===== config.mk =====
export PLATFORM = sky130hd
export DESIGN_NAME = icnbc_nearest_decoder
export DESIGN_NICKNAME = d
export VERILOG_FILES = /design/src/rtl/icnbc_pkg.sv /design/src/rtl/icnbc_code_ram.sv /design/src/rtl/icnbc_nearest_decoder.sv
export SDC_FILE = /design/constraint.sdc
export NUM_CORES = 1
export LEC_CHECK = 0
export ABC_AREA = 1
export BUFFER_PORTS_ARGS = -buffer_cell sky130_fd_sc_hd__buf_4
export CORE_AREA = 4 4 129 162
export DETAILED_ROUTE_END_ITERATION = 8
export DIE_AREA = 0 0 133 166
export PLACE_DENSITY = 0.67
export SYNTH_ARGS = -nofsm -noshare
export SYNTH_HDL_FRONTEND = slang
export SYNTH_SLANG_ARGS = --single-unit

===== constraint.sdc =====
create_clock -name clk -period 5.3 [get_ports clk]
set_clock_uncertainty 0.05 [all_clocks]
set_input_delay 0.53 -clock clk [delete_from_list [all_inputs] [get_ports clk]]
set_output_delay 0.53 -clock clk [all_outputs]
set_load 0.005 [all_outputs]

===== src/rtl/icnbc_pkg.sv =====
// icnbc_pkg: shared ICNBC constants, decoder state encoding and popcount helper
package icnbc_pkg;
  localparam int ICNBC_N      = 8;
  localparam int ICNBC_DEPTH  = 16;
  localparam int ICNBC_ADDR_W = $clog2(ICNBC_DEPTH);
  localparam int ICNBC_D_W    = $clog2(ICNBC_N + 1);
  typedef enum logic [1:0] {LOAD, READY, SCAN, OUT} state_t;
  // Counts set bits of a word of up to 32 bits; callers zero-extend narrower words.
  function automatic logic [5:0] popcount(input logic [31:0] v);
    popcount = '0;
    for (int i = 0; i < 32; i++) popcount = popcount + 6'(v[i]);
  endfunction
endpackage


===== src/rtl/icnbc_code_ram.sv =====
// icnbc_code_ram: 1W/1R synchronous codebook RAM, DEPTH x N, contents not reset
module icnbc_code_ram #(
  parameter int N      = 8,
  parameter int DEPTH  = 16,
  parameter int ADDR_W = $clog2(DEPTH)
) (
  input  logic              clk,
  input  logic              i_we,
  input  logic [ADDR_W-1:0] i_waddr,
  input  logic [N-1:0]      i_wdata,
  input  logic [ADDR_W-1:0] i_raddr,
  output logic [N-1:0]      o_rdata
);
  logic [N-1:0] r_mem [DEPTH];
  // Write port and registered read port; same-address read/write ordering is don't-care.
  always_ff @(posedge clk) begin
    if (i_we) r_mem[i_waddr] <= i_wdata;
    o_rdata <= r_mem[i_raddr];
  end
endmodule


===== src/rtl/icnbc_nearest_decoder.sv =====
// icnbc_nearest_decoder: loads a codebook then maps received words to the nearest codeword by Hamming distance
// Optional feature macro ICNBC_DEC_ERRFLAG_EN drives dec_uncorr from min_ld; otherwise dec_uncorr is 0.
module icnbc_nearest_decoder
  import icnbc_pkg::*;
#(
  parameter int N      = ICNBC_N,
  parameter int DEPTH  = ICNBC_DEPTH,
  parameter int ADDR_W = $clog2(DEPTH),
  parameter int D_W    = $clog2(N + 1)
) (
  input  logic              clk,
  input  logic              rst,
  input  logic              flush,
  input  logic              cw_valid,
  output logic              cw_ready,
  input  logic [N-1:0]      cw_data,
  input  logic              cw_last,
  output logic [ADDR_W:0]   book_size,
  input  logic              rx_valid,
  output logic              rx_ready,
  input  logic [N-1:0]      rx_word,
  input  logic [D_W-1:0]    min_ld,
  output logic              dec_valid,
  input  logic              dec_ready,
  output logic [ADDR_W-1:0] dec_index,
  output logic [D_W-1:0]    dec_dist,
  output logic              dec_uncorr
);
  state_t            r_state;
  logic [N-1:0]      r_rx;
  logic [ADDR_W:0]   r_addr;
  logic              r_cmp_v;
  logic [ADDR_W-1:0] r_cmp_idx;
  logic [D_W-1:0]    r_best_dist;
  logic [ADDR_W-1:0] r_best_idx;
  logic [N-1:0]      w_q;
  logic [D_W-1:0]    w_dist;
  logic              w_cw_acc;
  logic              w_rx_acc;
  logic              w_uncorr;

  assign cw_ready = r_state == LOAD && book_size < (ADDR_W+1)'(DEPTH);
  assign rx_ready = r_state == READY && book_size != '0;
  assign w_cw_acc = cw_valid && cw_ready;
  assign w_rx_acc = rx_valid && rx_ready;
  assign w_dist   = D_W'(popcount(32'(w_q ^ r_rx)));
`ifdef ICNBC_DEC_ERRFLAG_EN
  assign w_uncorr = {r_best_dist, 1'b0} >= {1'b0, min_ld};
`else
  logic w_unused_min_ld;
  assign w_unused_min_ld = ^min_ld;
  assign w_uncorr = 1'b0;
`endif

  icnbc_code_ram #(.N(N), .DEPTH(DEPTH), .ADDR_W(ADDR_W)) u_ram (
    .clk     (clk),
    .i_we    (w_cw_acc),
    .i_waddr (book_size[ADDR_W-1:0]),
    .i_wdata (cw_data),
    .i_raddr (r_addr[ADDR_W-1:0]),
    .o_rdata (w_q)
  );

  // Control FSM: load book, accept a word, scan one entry per clock with a one-cycle RAM lag, hold result.
  always_ff @(posedge clk) begin
    if (rst) begin
      r_state     <= LOAD;
      book_size   <= '0;
      dec_valid   <= 1'b0;
      dec_index   <= '0;
      dec_dist    <= '0;
      dec_uncorr  <= 1'b0;
      r_rx        <= '0;
      r_addr      <= '0;
      r_cmp_v     <= 1'b0;
      r_cmp_idx   <= '0;
      r_best_dist <= '0;
      r_best_idx  <= '0;
    end else if (flush) begin
      r_state   <= LOAD;
      book_size <= '0;
      dec_valid <= 1'b0;
    end else begin
      case (r_state)
        LOAD: if (w_cw_acc) begin
          book_size <= book_size + 1'b1;
          if (cw_last || book_size == (ADDR_W+1)'(DEPTH - 1)) r_state <= READY;
        end
        READY: if (w_rx_acc) begin
          r_rx        <= rx_word;
          r_addr      <= '0;
          r_cmp_v     <= 1'b0;
          r_best_dist <= D_W'(N);
          r_best_idx  <= '0;
          r_state     <= SCAN;
        end
        SCAN: begin
          r_cmp_v   <= r_addr < book_size;
          r_cmp_idx <= r_addr[ADDR_W-1:0];
          if (r_addr < book_size) r_addr <= r_addr + 1'b1;
          if (r_cmp_v && w_dist < r_best_dist) begin
            r_best_dist <= w_dist;
            r_best_idx  <= r_cmp_idx;
          end
          if (!r_cmp_v && r_addr == book_size) begin
            dec_valid  <= 1'b1;
            dec_index  <= r_best_idx;
            dec_dist   <= r_best_dist;
            dec_uncorr <= w_uncorr;
            r_state    <= OUT;
          end
        end
        OUT: if (dec_ready) begin
          dec_valid <= 1'b0;
          r_state   <= READY;
        end
        default: r_state <= LOAD;
      endcase
    end
  end
endmodule


==> results of run 1 <==
[layer usage]
layer | track usage | share of wire
met4 | 0.0723 | 0.028
met1 | 0.196 | 0.43
met2 | 0.254 | 0.50
met3 | 0.0233 | 0.039
met5 | 0 | 0
[sequential cells by signal, summed over array words and instances, names as in the netlist, 5 cells and up]
| name | cells |
|---|---|
| r_rx | 8 |
| book_size | 5 |
| r_addr | 5 |
| u_ram.r_mem | 128 |
| u_ram.o_rdata | 8 |
[kinds of logic after synthesis]
logic type	after synthesis	synth area share
other	1	0.000488
and+or+nand+nor	253	0.137
AOI/OAI and AO/OA	172	0.124
adders and majority gates	26	0.0463
DFF	178	0.631
xor gates and xnor gates	10	0.0114
buffers and inverters	91	0.0497
[power breakdown]
part	switching, W	internal [W]	leakage (nW)
Clock	0.000522	0.000643	0.248
Combinational	0.000196	0.000128	1.24
Sequential	0.0000121	0.00151	1.56
[final cells by class]
cell class | count | share of cell area
sequential | 178 | 0.557
tap | 265 | 0.0381
clock buffer | 18 | 0.0493
timing repair buffer | 42 | 0.0362
clock inverter | 12 | 0.0129
inverter | 56 | 0.0242
multi-input combinational | 462 | 0.282
[worst max-delay path: stages (launching register included)]
cell	delay (ns)
dfxtp_1	0.34
xor2_1	0.22
fa_1	0.46
fa_1	0.55
inv_1	0.06
fa_1	0.52
inv_1	0.04
ha_1	0.21
fa_1	0.38
xor2_1	0.21
ha_1	0.26
nand2_1	0.06
inv_1	0.04
nand2_1	0.05
nand3_1	0.06
nand2_1	0.36
nand2_1	0.14
nand2_1	0.08
nand2_1	0.04
nor2_1	0.10
[cells in the final DEF, fill, tap and decap left out, drive strengths merged]
master and instances:
nand3b 1, nand2 65, xor2 8, conb 1
a31oi 1, a21oi 39, xnor2 2, o211ai 32
nor3 1, dfxtp 50, clkbuf 18, o21bai 1
clkinv 5, clkinvlp 5, edfxtp 128, fa 4
o21ai 99, bufinv 1, nand4 3, nor3b 2
nor2 153, ha 22, nand3 28, buf 42
inv 57
[final timing paths]
| check | startpoint | to | slack [ns] | cells after the start |
|---|---|---|---|---|
| setup / recovery | r_rx[0] | r_best_dist[0] | 1.01 | 19 |
| hold / removal | rst | r_addr[2] | 0.24 | 2 |
| setup reg to reg | r_rx[0] | r_best_dist[0] | 1.01 | 19 |
| hold reg to reg | dec_index[1] | dec_index[1] | 0.39 | 2 |
[stage by stage]
stage	cells	area, µm²	power [W]	hold WS, ns
after floorplan	731	7680	0.00179	0.386
after global routing	1033	8700	0.00315	0.243
final	1033	8700	0.00301	0.244
after global placement	1003	8160	0.00187	0.384
after detailed placement	1003	8160	0.00188	0.387
after CTS	1033	8700	0.00304	0.223
==> impl_metrics.env, run 1 <==
export IMPL_outcome="completed"
export IMPL_wl_per_cell_um=15.9
export IMPL_setup_ws_ns=1.01
export IMPL_io_buffers=38
export IMPL_die_width_um=133
export IMPL_route_vias_total=5200
export IMPL_crit_type="reg -> reg"
export IMPL_drt_drc_violations_left=0
export IMPL_viasPerCell=5.03
export IMPL_postSynthCellCount=731
export IMPL_synth_area_leaders="edfxtp_1 50%, dfxtp_1 13%, nor2_1 7.3%"
export IMPL_ant_nets=0
export IMPL_num_io_pins=44
export IMPL_holdBufCountCts=0
export IMPL_maxSlewViolCount=0
export IMPL_cts_buffer_depth=2
export IMPL_yosysUniqueCellTypes=32
export IMPL_setup_tns_final_ns=0
export IMPL_rows=57
export IMPL_max_cap_violations=0
export IMPL_insertedDiodeCount=0
export IMPL_grt_pass1_wl_um=26500
export IMPL_hold_path_class="in -> reg"
export IMPL_die_height_um=166
export IMPL_fin_util=0.450
export IMPL_ir_drop_uv=268
export IMPL_pre_cts_ws_ns=0.996
export IMPL_crit_path_end_kind="flip-flop"
export IMPL_grt_total_usage=0.153
export IMPL_ys_flop_type="edfxtp_1"
export IMPL_leakage_nw=3.05
export IMPL_cp_start_kind="flip-flop"
export IMPL_ys_ff_latch=178
export IMPL_grt_max_degree=70
export IMPL_drt_total_wl_um=16400
export IMPL_gp_congestion=0.812
export IMPL_cts_root_buffer="clkbuf_16"
export IMPL_rsz0062_at_grt="false"
export IMPL_yosysTopAreaCell="edfxtp_1"
export IMPL_grt_pass1_vias=5029
export IMPL_dieArea_um2=22100
export IMPL_max_freq_mhz=233
export IMPL_cp_arrival_ns=4.61
export IMPL_postCtsResizedCells=0
export IMPL_clk_latency_ns=0.43
export IMPL_post_route_min_period_ns=4.29
export IMPL_cts_sinks=178
export IMPL_cts_setup_buffers=0
export IMPL_numCtsBuffers=17
export IMPL_antenna_found_initial=0
export IMPL_cts_reportedPaths_clkPinSlew_ns=0.06
export IMPL_multi_input_area_um2=2460
export IMPL_post_dp_hpwl_um=10300
export IMPL_drive_gt1_frac=0.108
export IMPL_async_reset_ff_frac=0
export IMPL_syn_mean_instance_area_um2=10.5
export IMPL_required_ns=5.61
export IMPL_power_density_nw_per_um2=346
export IMPL_core_area_um2=19300
export IMPL_period_share=0.810
export IMPL_cts_tree="done"
export IMPL_hold_viol_final=0
export IMPL_nets=810
export IMPL_synth_most_common_cell="nor2_1"
export IMPL_final_seq_area_um2=4850
export IMPL_seq_area_frac_synth=0.631
export IMPL_start_util=0.397
export IMPL_slew_headroom=0.364
export IMPL_drtIter0Drc=418
export IMPL_area_delta_synth_final_pct=13.3
export IMPL_yosys_warnings=0
export IMPL_syn_cell_area_um2=7680
export IMPL_htreeDepth=4
export IMPL_synth_edf_count=128
export IMPL_num_fill_cells=1783
export IMPL_syn_nets=784
export IMPL_synthDominantCellAreaShare=0.500
export IMPL_max_slew_worst_pin_slew_ns=0.950
export IMPL_synth_commonest_cells="149 x nor2_1, 128 x edfxtp_1, 98 x o21ai_0"
export IMPL_crit_fanout=15
export IMPL_setup_viol=0
export IMPL_drt_pre_antenna_iters=5
export IMPL_gr_total_overflow=0
Note: power is estimated with default switching activity, not from simulation.
==> inputs of run 2 (changes only) <==
--- a/config.mk
+++ b/config.mk
@@ -10,7 +10,7 @@
 export CORE_AREA = 4 4 129 162
 export DETAILED_ROUTE_END_ITERATION = 8
 export DIE_AREA = 0 0 133 166
-export PLACE_DENSITY = 0.67
+export PLACE_DENSITY = 0.69
 export SYNTH_ARGS = -nofsm -noshare
 export SYNTH_HDL_FRONTEND = slang
 export SYNTH_SLANG_ARGS = --single-unit
==> constraint.sdc (replaced) <==
create_clock -name clk -period 3.8 [get_ports clk]
set_clock_uncertainty 0.05 [all_clocks]
set_input_delay 0.38 -clock clk [delete_from_list [all_inputs] [get_ports clk]]
set_output_delay 0.38 -clock clk [all_outputs]
set_load 0.005 [all_outputs]
==> run 2 against run 1 <==
Effect of this change: the run now ends with negative setup slack left; design area up 1.7%; clock power up 47%; final cell count grew 0.39%; utilization rose by 0.78 points; fmax increased by 11%; highest routed layer unchanged; clock-buffer cell count shrank 1; non-clock buffer count grew 2; wire length fell by 0.75%; via count is 1.6% lower.
==> impl_metrics.env, run 2 (synthesized netlist as in run 1, its figures left out) <==
export IMPL_rows=57
export IMPL_drt_total_wl_um=16300
export IMPL_pwr_share_clk=0.387
export IMPL_route_vias_total=5117
export IMPL_p_int_w=0.00333
export IMPL_drt_pre_antenna_iters=4
export IMPL_antenna_found_initial=0
export IMPL_max_cap_violations=0
export IMPL_cp_arrival_ns=4.16
export IMPL_io_buffers=38
export IMPL_wl_per_cell_um=15.7
export IMPL_violations="negative setup slack"
export IMPL_p_comb_frac=0.132
export IMPL_htreeDepth=4
export IMPL_grt_max_degree=69
export IMPL_grt_total_usage=0.150
export IMPL_fin_cells=1037
export IMPL_cts_sinks=178
export IMPL_num_io_pins=44
export IMPL_dieArea_um2=22100
export IMPL_final_cell_mix="149 x nor2_1, 128 x edfxtp_1, 98 x o21ai_0"
export IMPL_hold_viol_final=0
export IMPL_crit_fanout=7
export IMPL_die_width_um=133
export IMPL_max_freq_mhz=258
export IMPL_gp_congestion=0.786
export IMPL_post_dp_hpwl_um=10500
export IMPL_maxSlewViolCount=0
export IMPL_post_route_min_period_ns=3.88
export IMPL_core_area_um2=19300
export IMPL_final_seq_area_um2=4850
export IMPL_viasPerCell=4.93
export IMPL_cts_setup_buffers=0
export IMPL_drt_drc_violations_left=0
export IMPL_grt_pass1_wl_um=26000
export IMPL_max_slew_worst_pin_slew_ns=0.874
export IMPL_seq_power_share=0.481
export IMPL_crit_type="reg -> reg"
export IMPL_cts_reportedPaths_clkPinSlew_ns=0.07
export IMPL_setup_ws_ns=-0.0794
export IMPL_setup_viol=8
export IMPL_slew_headroom=0.415
export IMPL_cp_start_kind="flip-flop"
export IMPL_final_common_cell="nor2_1"
export IMPL_die_height_um=166
export IMPL_power_density_nw_per_um2=500
export IMPL_drive_gt1_frac=0.141
export IMPL_required_ns=4.08
export IMPL_ant_nets=0
export IMPL_period_share=1.02
export IMPL_nets=813
export IMPL_rsz0062_at_grt="true"
export IMPL_pre_cts_ws_ns=-0.177
export IMPL_drtIter0Drc=460
export IMPL_outcome="finished with violations"
export IMPL_largest_register_ffs=128
export IMPL_top_register="u_ram.r_mem"
export IMPL_ir_drop_uv=352
export IMPL_insertedDiodeCount=0
export IMPL_num_fill_cells=1766
export IMPL_reg_top3="u_ram.r_mem: 128 flops, r_rx: 8 flops, u_ram.o_rdata: 8 flops"
export IMPL_hold_path_class="in -> reg"
export IMPL_cts_tree="done"
export IMPL_start_util=0.397
export IMPL_numCtsBuffers=17
export IMPL_leakage_nw=3.11
export IMPL_cts_root_buffer="clkbuf_16"
export IMPL_sw_frac_of_total=0.248
export IMPL_clk_latency_ns=0.43
export IMPL_dp_cells=1005
export IMPL_area_delta_synth_final_pct=15.2
export IMPL_grt_pass1_vias=4946
export IMPL_multi_input_area_um2=2550
export IMPL_gr_total_overflow=0
export IMPL_power_switching_w=0.00110
export IMPL_crit_path_end_kind="flip-flop"
export IMPL_cts_buffer_depth=2
==> run 2: cell types whose count changed in the layout (fill, tap and decap cells not counted), moves of 2 or more <==
cell / previous run / this run
a21oi_1: 39 / 36
a21oi_2: 0 / 3
buf_4: 42 / 44
clkinv_2: 0 / 4
clkinvlp_4: 4 / 0
dfxtp_1: 48 / 44
dfxtp_2: 2 / 6
ha_1: 22 / 20
inv_6: 2 / 5
nand2_1: 63 / 58
nand2_2: 0 / 5
xor2_1: 8 / 4
xor2_2: 0 / 4
==> run 2: power groups by stage <==
stage / Combinational, W / Clock, W / Sequential [W]
after floorplan: 0.000339 / 0 / 0.00217
after global placement: 0.000445 / 0 / 0.00217
after detailed placement: 0.000470 / 0 / 0.00217
after CTS: 0.000488 / 0.00174 / 0.00213
after global routing: 0.000661 / 0.00181 / 0.00213
final: 0.000582 / 0.00171 / 0.00213
==> run 2: worst paths after layout <==
kind / to / cells past startpoint / from / slack [ns]
setup / recovery: r_best_dist[3] / 17 / u_ram.o_rdata[1] / -0.08
hold / removal: r_addr[2] / 2 / rst / 0.09
setup reg to reg: r_best_dist[3] / 17 / u_ram.o_rdata[1] / -0.08
hold reg to reg: dec_index[0] / 2 / dec_index[0] / 0.39
==> run 2: area by class of cell <==
| class | count | share of cell area |
|---|---|---|
| multi-input combinational | 463 | 0.288 |
| timing repair buffer | 44 | 0.0373 |
| clock inverter | 14 | 0.0172 |
| clock buffer | 17 | 0.0480 |
| sequential | 178 | 0.548 |
| inverter | 56 | 0.0237 |
| tap | 265 | 0.0375 |
==> run 2: timing repair <==
action | in CTS | in global routing
pin swaps | 4 | 14
gates cloned | 1 | 0
gates resized for setup | 5 | 14
endpoints found under the setup margin | 8 | 8
hold buffers | 0 | 0
==> run 2: through the flow <==
| step | cell area (µm²) | hold slack [ns] | setup TNS [ns] | utilization | power, W |
|---|---|---|---|---|---|
| finish | 8850 | 0.0910 | -0.542 | 0.458 | 0.00442 |
| global route | 8850 | 0.0908 | -1.75 | 0.458 | 0.00461 |
| CTS | 8790 | 0.0731 | -0.421 | 0.455 | 0.00436 |
| detailed placement | 8180 | 0.387 | -1.14 | 0.423 | 0.00264 |
| global placement | 8180 | 0.383 | -0.300 | 0.423 | 0.00261 |
| floorplan | 7700 | 0.385 | 0 | - | 0.00251 |
==> run 2: metal layers <==
metal,share of wire,up-vias,track usage
li1,-,2565,-
met1,0.42,2401,0.187
met2,0.51,122,0.256
met3,0.049,29,0.0285
met4,0.023,0,0.0579
met5,0,-,0
==> run 2: critical path: stages, from the launching register on <==
cell,delay [ns]
dfxtp_2,0.33
xor2_2,0.17
fa_1,0.51
fa_1,0.55
inv_1,0.05
fa_1,0.48
inv_1,0.05
ha_2,0.20
fa_2,0.37
xor2_2,0.16
ha_1,0.27
nand2_1,0.04
inv_1,0.06
nand2_2,0.06
nand3_4,0.07
nand2_2,0.13
a21oi_1,0.18
nor2_1,0.06
==> inputs of run 3 (changes only) <==
--- a/config.mk
+++ b/config.mk
@@ -6,11 +6,10 @@
 export NUM_CORES = 1
 export LEC_CHECK = 0
 export ABC_AREA = 1
-export BUFFER_PORTS_ARGS = -buffer_cell sky130_fd_sc_hd__buf_4
+export BUFFER_PORTS_ARGS = -buffer_cell sky130_fd_sc_hd__buf_2
 export CORE_AREA = 4 4 129 162
 export DETAILED_ROUTE_END_ITERATION = 8
 export DIE_AREA = 0 0 133 166
-export PLACE_DENSITY = 0.69
 export SYNTH_ARGS = -nofsm -noshare
 export SYNTH_HDL_FRONTEND = slang
 export SYNTH_SLANG_ARGS = --single-unit
==> run 3 against run 2 <==
Effect of this change: the flow still finishes with violations (negative setup slack); combinational power fell by 5.7%; final cell count about the same; total power down 2.0%; setup slack lost 0.083 ns; sequential power barely moved; fmax down 2.1%; register-to-register slack lost 0.08 ns; clock-buffer cell count grew 2; non-clock buffer count grew 2; clock power down 3%; critical endpoint is now r_best_idx[1]; largest power group unchanged.
==> impl_metrics.env, run 3 (synthesized netlist as in run 1, its figures left out) <==
export IMPL_outcome="finished with violations"
export IMPL_maxSlewViolCount=0
export IMPL_cp_arrival_ns=4.22
export IMPL_wl_per_cell_um=16.4
export IMPL_drt_total_wl_um=17000
export IMPL_holdPathStages=2
export IMPL_numCtsBuffers=17
export IMPL_post_route_min_period_ns=3.96
export IMPL_drt_drc_violations_left=0
export IMPL_worstRegToRegCells=18
export IMPL_cts_tree="done"
export IMPL_reg2reg_slack_ns=-0.16
export IMPL_place_area_um2=8080
export IMPL_max_slew_worst_pin_slew_ns=0.885
export IMPL_rsz0062_at_grt="true"
export IMPL_ir_drop_uv=328
export IMPL_drtIter0Drc=507
export IMPL_required_ns=4.06
export IMPL_hold_path_class="in -> reg"
export IMPL_drive_gt1_frac=0.135
export IMPL_htreeDepth=4
export IMPL_grt_max_degree=69
export IMPL_power_density_nw_per_um2=495
export IMPL_violations="negative setup slack"
export IMPL_die_width_um=133
export IMPL_nets=815
export IMPL_final_common_cell="nor2_1"
export IMPL_post_dp_hpwl_um=10800
export IMPL_crit_path_end_kind="flip-flop"
export IMPL_final_cell_mix="149 x nor2_1, 128 x edfxtp_1, 98 x o21ai_0"
export IMPL_antenna_found_initial=0
export IMPL_leakage_nw=3.08
export IMPL_cts_root_buffer="clkbuf_16"
export IMPL_grt_pass1_wl_um=26800
export IMPL_setup_ws_ns=-0.162
export IMPL_max_cap_violations=0
export IMPL_r2r_end="r_best_idx[1]"
export IMPL_num_io_pins=44
export IMPL_grt_total_usage=0.155
export IMPL_clk_latency_ns=0.42
export IMPL_fin_area_um2=8760
export IMPL_gr_total_overflow=0
export IMPL_die_height_um=166
export IMPL_whs_ns=0.128
export IMPL_period_share=1.04
export IMPL_area_delta_synth_final_pct=14.0
export IMPL_route_vias_total=5135
export IMPL_gp_congestion=0.769
export IMPL_worst_hold_startpoint="rst"
export IMPL_cts_buffer_depth=2
export IMPL_slew_headroom=0.409
export IMPL_core_area_um2=19300
export IMPL_setup_viol=8
export IMPL_crit_type="reg -> reg"
export IMPL_crit_fanout=7
export IMPL_io_buffers=38
export IMPL_reg_top3="u_ram.r_mem: 128 flops, r_rx: 8 flops, u_ram.o_rdata: 8 flops"
export IMPL_rows=57
export IMPL_hold_viol_final=0
export IMPL_top_register="u_ram.r_mem"
export IMPL_largest_register_ffs=128
export IMPL_grt_pass1_vias=4864
export IMPL_start_util=0.397
export IMPL_cts_sinks=178
export IMPL_drt_pre_antenna_iters=5
export IMPL_max_freq_mhz=252
export IMPL_cp_start_kind="flip-flop"
export IMPL_holdPathEnd="r_addr[2]"
export IMPL_dieArea_um2=22100
export IMPL_ant_nets=0
export IMPL_viasPerCell=4.95
export IMPL_insertedDiodeCount=0
export IMPL_worstReg2RegStart="r_rx[1]"
export IMPL_cts_reportedPaths_clkPinSlew_ns=0.06
==> run 3: changes by cell type in the layout (fill, tap and decap cells not counted), moves of 2 or more <==
cell        before  now
clkinvlp_4       0    2
inv_6            5    0
nand2_8          0    2
buf_4           44    7
clkbuf_1         0    2
nand2_2          5    2
buf_2            0   38
clkinv_1         1    5
clkinv_2         4    1
==> run 3: area by class of cell <==
cell class | instances | area (µm²)
clock buffer | 19 | 433
clock inverter | 11 | 115
fill | 1799 | 10600
inverter | 56 | 210
multi-input combinational | 463 | 2560
sequential | 178 | 4850
tap | 265 | 332
timing repair buffer | 46 | 254
==> run 3: metrics by stage <==
stage | setup TNS, ns | worst slack (ns) | cells | util | power (W)
after detailed placement | -1.63 | -0.264 | 1004 | 0.418 | 0.00264
after global routing | -2.46 | -0.316 | 1038 | 0.453 | 0.00453
after floorplan | 0 | 0.0372 | 731 | - | 0.00251
after global placement | -0.486 | -0.113 | 1004 | 0.418 | 0.00261
final | -1.23 | -0.162 | 1038 | 0.453 | 0.00434
after CTS | -0.882 | -0.123 | 1037 | 0.451 | 0.00432
==> run 3: worst max-delay path by stage <==
stage	slack, ns	startpoint	endpoint	cells past startpoint
global placement	-0.11	r_rx[1]	r_best_dist[0]	19
CTS	-0.12	u_ram.o_rdata[3]	r_best_dist[0]	19
detailed placement	-0.26	r_rx[1]	r_best_dist[0]	19
global route	-0.32	r_rx[1]	r_best_dist[0]	19
floorplan	0.04	r_rx[1]	r_best_dist[2]	18
finish	-0.16	r_rx[1]	r_best_idx[1]	18
==> run 3: per-layer routing <==
metal / wire [µm] / up-vias / GRT usage / part of all wire
li1: - / 2566 / - / -
met1: 7460 / 2456 / 0.194 / 0.44
met2: 8730 / 98 / 0.273 / 0.51
met3: 621 / 15 / 0.0339 / 0.037
met4: 157 / 0 / 0.0366 / 0.0092
met5: 0 / - / 0 / 0
==> run 3: repair_timing <==
item                                    in CTS  in global routing
buffers inserted                             2                  1
endpoints found under the setup margin       8                  8
pin swaps                                    3                 14
cloned                                       1                  0
hold buffers                                 0                  0
gates resized for setup                     16                  8
==> run 3: where the power goes <==
group / switching (W) / internal [W] / leakage [nW]
combinational: 0.000332 / 0.000217 / 1.25
sequential: 0.0000189 / 0.00211 / 1.57
clock: 0.000700 / 0.000956 / 0.261
total: 0.00105 / 0.00329 / 3.08
==> run 3: critical path, stage by stage (launching register included) <==
cell and delay [ns]:
dfxtp_2 0.33, xor2_2 0.18, fa_1 0.51, fa_1 0.56
inv_2 0.04, fa_1 0.47, inv_1 0.04, ha_2 0.19
fa_2 0.37, xor2_2 0.16, ha_1 0.29, nand2_1 0.05
inv_1 0.06, nand2_2 0.06, nand3_4 0.09, buf_6 0.13
nand2_8 0.06, a21oi_1 0.15, nor2_1 0.05
